<file path="src/rtl/shared_adder_arbiter.sv">
// Round-robin arbiter sharing one WIDTH-bit adder between two requesters.
// Each request selects signed or unsigned addition; results carry overflow and owner ID.
module shared_adder_arbiter #(
  parameter int WIDTH = 4
) (
  input  logic             clk,
  input  logic             rst_n,
  input  logic             req0_valid,
  output logic             req0_ready,
  input  logic [WIDTH-1:0] req0_a,
  input  logic [WIDTH-1:0] req0_b,
  input  logic             req0_signed,
  input  logic             req1_valid,
  output logic             req1_ready,
  input  logic [WIDTH-1:0] req1_a,
  input  logic [WIDTH-1:0] req1_b,
  input  logic             req1_signed,
  output logic             res_valid,
  input  logic             res_ready,
  output logic [WIDTH:0]   res_sum,
  output logic             res_ovf,
  output logic             res_id,
  output logic             busy
);

  localparam logic [1:0] IDLE = 2'd0;
  localparam logic [1:0] ADD  = 2'd1;
  localparam logic [1:0] HOLD = 2'd2;

  function automatic logic [WIDTH:0] add_ext(input logic [WIDTH-1:0] a,
                                             input logic [WIDTH-1:0] b,
                                             input logic             sgn);
    logic [WIDTH:0] ea;
    logic [WIDTH:0] eb;
    ea = {sgn & a[WIDTH-1], a};
    eb = {sgn & b[WIDTH-1], b};
    return ea + eb;
  endfunction

  // Overflow means the low WIDTH bits alone misrepresent the exact sum.
  function automatic logic ovf_of(input logic [WIDTH-1:0] a,
                                  input logic [WIDTH-1:0] b,
                                  input logic             sgn,
                                  input logic [WIDTH:0]   sum);
    if (sgn) return (a[WIDTH-1] == b[WIDTH-1]) && (sum[WIDTH-1] != a[WIDTH-1]);
    return sum[WIDTH];
  endfunction

  logic [1:0]       state_q, state_d;
  logic             ptr_q, ptr_d;
  logic [WIDTH-1:0] a_q, a_d, b_q, b_d;
  logic             sgn_q, sgn_d, id_q, id_d;
  logic             res_valid_q, res_valid_d;
  logic [WIDTH:0]   res_sum_q, res_sum_d;
  logic             res_ovf_q, res_ovf_d, res_id_q, res_id_d;
  logic             grant0, grant1;
  logic [WIDTH:0]   sum_w;

  assign sum_w  = add_ext(a_q, b_q, sgn_q);
  assign grant1 = req1_valid && (!req0_valid || ptr_q);
  assign grant0 = req0_valid && !grant1;

  always_comb begin
    state_d     = state_q;
    ptr_d       = ptr_q;
    a_d         = a_q;
    b_d         = b_q;
    sgn_d       = sgn_q;
    id_d        = id_q;
    res_valid_d = res_valid_q;
    res_sum_d   = res_sum_q;
    res_ovf_d   = res_ovf_q;
    res_id_d    = res_id_q;
    req0_ready  = 1'b0;
    req1_ready  = 1'b0;
    case (state_q)
      IDLE: begin
        if (grant0 || grant1) begin
          req0_ready = grant0;
          req1_ready = grant1;
          a_d        = grant1 ? req1_a : req0_a;
          b_d        = grant1 ? req1_b : req0_b;
          sgn_d      = grant1 ? req1_signed : req0_signed;
          id_d       = grant1;
          state_d    = ADD;
        end
      end
      ADD: begin
        res_sum_d   = sum_w;
        res_ovf_d   = ovf_of(a_q, b_q, sgn_q, sum_w);
        res_id_d    = id_q;
        res_valid_d = 1'b1;
        state_d     = HOLD;
      end
      HOLD: begin
        // Pointer moves only on the result handshake, toward the requester not just served.
        if (res_ready) begin
          res_valid_d = 1'b0;
          ptr_d       = ~res_id_q;
          state_d     = IDLE;
        end
      end
      default: state_d = IDLE;
    endcase
  end

  always_ff @(posedge clk or negedge rst_n) begin
    if (!rst_n) begin
      state_q     <= IDLE;
      ptr_q       <= 1'b0;
      a_q         <= '0;
      b_q         <= '0;
      sgn_q       <= 1'b0;
      id_q        <= 1'b0;
      res_valid_q <= 1'b0;
      res_sum_q   <= '0;
      res_ovf_q   <= 1'b0;
      res_id_q    <= 1'b0;
    end else begin
      state_q     <= state_d;
      ptr_q       <= ptr_d;
      a_q         <= a_d;
      b_q         <= b_d;
      sgn_q       <= sgn_d;
      id_q        <= id_d;
      res_valid_q <= res_valid_d;
      res_sum_q   <= res_sum_d;
      res_ovf_q   <= res_ovf_d;
      res_id_q    <= res_id_d;
    end
  end

  assign res_valid = res_valid_q;
  assign res_sum   = res_sum_q;
  assign res_ovf   = res_ovf_q;
  assign res_id    = res_id_q;
  assign busy      = (state_q != IDLE);

endmodule

</file>
<file path="config.mk">
export PLATFORM = sky130hd
export DESIGN_NAME = shared_adder_arbiter
export DESIGN_NICKNAME = d
export VERILOG_FILES = /design/src/rtl/shared_adder_arbiter.sv
export SDC_FILE = /design/constraint.sdc
export NUM_CORES = 1
export LEC_CHECK = 0
export CAP_MARGIN = 20
export CELL_PAD_IN_SITES_DETAIL_PLACEMENT = 1
export CELL_PAD_IN_SITES_GLOBAL_PLACEMENT = 2
export CORE_MARGIN = 5
export CORE_UTILIZATION = 29
export CTS_CLUSTER_SIZE = 20
export DETAILED_ROUTE_END_ITERATION = 6
export PLACE_DENSITY = 0.89
export RECOVER_POWER = 25
export SYNTH_ARGS = -nofsm -noshare
export SYNTH_HDL_FRONTEND = slang
export SYNTH_SLANG_ARGS = --single-unit
</file>
<file path="constraint.sdc">
create_clock -name clk -period 3.4 [get_ports clk]
set_clock_uncertainty 0.1 [all_clocks]
set_input_delay 0.68 -clock clk [delete_from_list [all_inputs] [get_ports clk]]
set_output_delay 0.68 -clock clk [all_outputs]
set_load 0.01 [all_outputs]
</file>
==> reports/results.ini, run 1 <==
[critical_path]
cp.required_ps = 2620
start_kind = input port
critical-path-top-cell-by-count = sky130_fd_sc_hd__clkdlybuf4s50_1
critPathArrivalTime_ps = 2140
critPathTopFamily = buffers and inverters
cp_peak_stage_delay_ps = 510
cp-end-kind = primary output
crit_fanout = 7
critical_path.slowest_cell = sky130_fd_sc_hd__clkdlybuf4s50_1
timing_worst_setup_path_type = in -> out
path_cells = clkdlybuf4s50_1 -> inv_2 -> o21ai_2 -> buf_4 -> nor2_1 -> clkdlybuf4s50_1
bufs_and_invs_on_worst_path = 4

[floorplanning]
die-height_um = 71.0
initial_core_util_pct = 29.6
rows = 22
die-width_um = 71.0
io_pins = 34
core-area_um2 = 3630
die_area_um2 = 5030

[layout]
diodes = 0
final_design_area_no_fill_um2 = 1510
fillers = 452
layout.cells.non_filler = 191
mostFrequentLayoutCells = sky130_fd_sc_hd__clkdlybuf4s50_1 (32), sky130_fd_sc_hd__dfrtp_1 (21), sky130_fd_sc_hd__nor2_1 (15)
multi_input_area_um2 = 492
final_net_count = 172
layout_commonest_cell = sky130_fd_sc_hd__clkdlybuf4s50_1
layout-drive-gt1-share_pct = 9.79
seq_area_um2 = 526
area.growth.synth_to_final_pct = 39.8

[synthesis]
synthesis.area_um2 = 1080
postSynthCellCount = 107
syn-mean-instance-area_um2 = 10.1
synthMuxAreaShare_pct = 9.41
synth-xor-area-share_pct = 3.25
synth-adder-area-share_pct = 6.50
syn_nets = 135
post_synth_simple_gate_area_pct = 12.1
ys_warn_count = 0
synth_compound_gate_area_share_pct = 14.4
synth.ff_latch_count = 21
synth.lib_cells_used.distinct = 27
synth_sequential_area_ratio_pct = 48.8
synth_top_family_by_area = compound AO/OA/AOI/OAI gates

[place]
placed_cells_incl_taps = 186
placement.io_buffers = 33
place_area_um2 = 1460
gp_congestion = 0.693
dp_hpwl_um = 2050

[detailed_routing]
detail_route.drc_violations = 0
drtAntennaViolNets = 0
avgViaCountPerCell = 4.53
met2WireLength_um = 1410
post_drt_wl_per_cell_um = 13.6
postRouteWirelength_um = 2600
drt_first_pass_iters = 2
routed-via-count = 866
detailroute.wirelength.met3_um = 99
m1WireLength_um = 1030
detailedRoute.firstIterationViolations = 37
dr.max_layer_used = met4

[sta]
final.setup.tns_ps = 0
finalHoldViolCount = 0
worst-slew-pin-transition_ps = 1080
slew_violations = 0
fmaxAchievable_ghz = 0.343
timing.max_slew.rel_slack_pct = 27.8
setup-violations-final = 0
post-route-period-util_pct = 85.8
whs_ps = 380
final_period_minus_worst_setup_slack_ps = 2920
rsz0062_at_grt = no

[clock_network]
cts_post_setup_buffers_inserted = 0
path_clk_slew_ps = 80
tritoncts = yes
cts_buffer_depth = 2
cts_hold_repair.buffers = 0
tritoncts_num_sinks = 21
clk_root_buffer_cell = sky130_fd_sc_hd__clkbuf_8
clock_latency_ps = 260
cts_resized = 0
htree_levels = 1
cts_buffers = 3

[pwr]
max-vdd-ir-drop_v = 0.000229
p_leak_uw = 0.000678
p_per_area_nw_per_um2 = 915

[flow_run]
max_cap_viol_count = 0

[grt]
congestion_overflow_gr = 0
grt_pass1_vias = 989
grt_antenna_before_repair = 0
grt_first_pass_wirelength_um = 4480
grt_max_degree = 22
groute.usage.overall_pct = 11.4

[hold_path]
hp-class = reg -> reg

[run_status]
run_status = completed

-- power breakdown --
group,switching (µW),internal (µW),total [µW]
Sequential,90.4,377,467
Clock,83.2,81.7,165
Combinational,380,366,746
Total,554,824,1380
-- path summary, 6_finish.rpt --
check	start	cells after the start	endpoint	slack, ps
worst min register to register	res_sum[3]$_DFFE_PN0P_	2	res_sum[3]$_DFFE_PN0P_	380
worst max register to register	a_q[0]$_DFFE_PN0P_	7	res_ovf$_DFFE_PN0P_	1510
worst min-delay path	res_sum[3]$_DFFE_PN0P_	2	res_sum[3]$_DFFE_PN0P_	380
min in group asynchronous	rst_n	1	ptr_q$_DFFE_PN0P_	540
max in group asynchronous	rst_n	2	b_q[3]$_DFFE_PN0P_	1460
worst max-delay path	req0_valid	6	req1_ready	480
-- state kept, by name (all words and copies together), names as in the netlist --
name and flops:
sgn_q 1, ptr_q 1, id_q 1, state_q 2, res_sum 5, a_q 4, res_valid 1, res_id 1
res_ovf 1, b_q 4
-- area by class of cell --
class                      count  area share (%)
clock buffer                   3            2.74
tap                           48            3.99
sequential                    21            34.9
timing repair buffer          36            23.2
inverter                       9            2.24
clock inverter                 1           0.332
multi-input combinational     73            32.6
-- logic make-up (layout without fill, tap and decap cells) --
logic type	after synthesis	after routing
multiplexers	10	10
AND/OR/NAND/NOR	28	28
flip-flops	21	21
AO/OA/AOI/OAI	26	26
adder cells (fa/ha/maj)	5	5
XOR/XNOR	4	4
buffers and inverters	13	49
-- stage by stage --
| step | setup slack [ps] | total power, µW | util (%) |
|---|---|---|---|
| global placement | 526 | 1180 | 40.1 |
| floorplan | 1340 | 947 | - |
| finish | 483 | 1380 | 41.5 |
| CTS | 470 | 1410 | 41.4 |
| detailed placement | 475 | 1230 | 40.1 |
| global route | 419 | 1510 | 41.5 |
-- tightest hold or removal path: cells and delay by family (launching register included) --
kind | cells | cell delay, ps
AND/OR/NAND/NOR | 1 | 50
flip-flops | 1 | 340
AO/OA/AOI/OAI | 1 | 60
-- metal layers --
layer	vias to the layer above	global-route usage, %
met2	20	21.2
met5	-	0
met1	412	12.0
met4	0	6.26
li1	430	-
met3	4	1.99
-- synthesized netlist by cell type --
library cell	count	area share, %
sky130_fd_sc_hd__nand4b_1	1	0.81
sky130_fd_sc_hd__or2_2	1	0.58
sky130_fd_sc_hd__xnor2_1	2	1.6
sky130_fd_sc_hd__o22ai_1	1	0.58
sky130_fd_sc_hd__o21a_1	1	0.70
sky130_fd_sc_hd__xor2_1	2	1.6
sky130_fd_sc_hd__fa_1	1	1.9
sky130_fd_sc_hd__buf_2	3	1.4
sky130_fd_sc_hd__nand2_1	6	2.1
sky130_fd_sc_hd__a21oi_1	12	5.6
sky130_fd_sc_hd__mux2i_1	9	8.4
sky130_fd_sc_hd__or4_4	1	1.0
sky130_fd_sc_hd__a21o_1	1	0.70
sky130_fd_sc_hd__o21ai_0	5	2.3
sky130_fd_sc_hd__ha_1	4	4.6
sky130_fd_sc_hd__buf_6	1	1.0
sky130_fd_sc_hd__nor2_1	15	5.2
sky130_fd_sc_hd__a32oi_2	1	1.5
sky130_fd_sc_hd__mux2_2	1	1.0
sky130_fd_sc_hd__a21oi_2	1	0.81
sky130_fd_sc_hd__inv_2	2	0.70
sky130_fd_sc_hd__dfrtp_1	21	49
sky130_fd_sc_hd__inv_1	7	2.4
sky130_fd_sc_hd__nand2b_1	3	1.7
sky130_fd_sc_hd__o21ai_1	3	1.4
sky130_fd_sc_hd__and3_1	1	0.58
sky130_fd_sc_hd__o21ai_2	1	0.81
Power figures use the tool's default switching activity.
==> inputs of run 2 (changes only) <==
Settings changed: HOLD_SLACK_MARGIN set to 0.15.
==> results of run 2 <==
Final layout, timing and power as in run 1 (identical DEF).
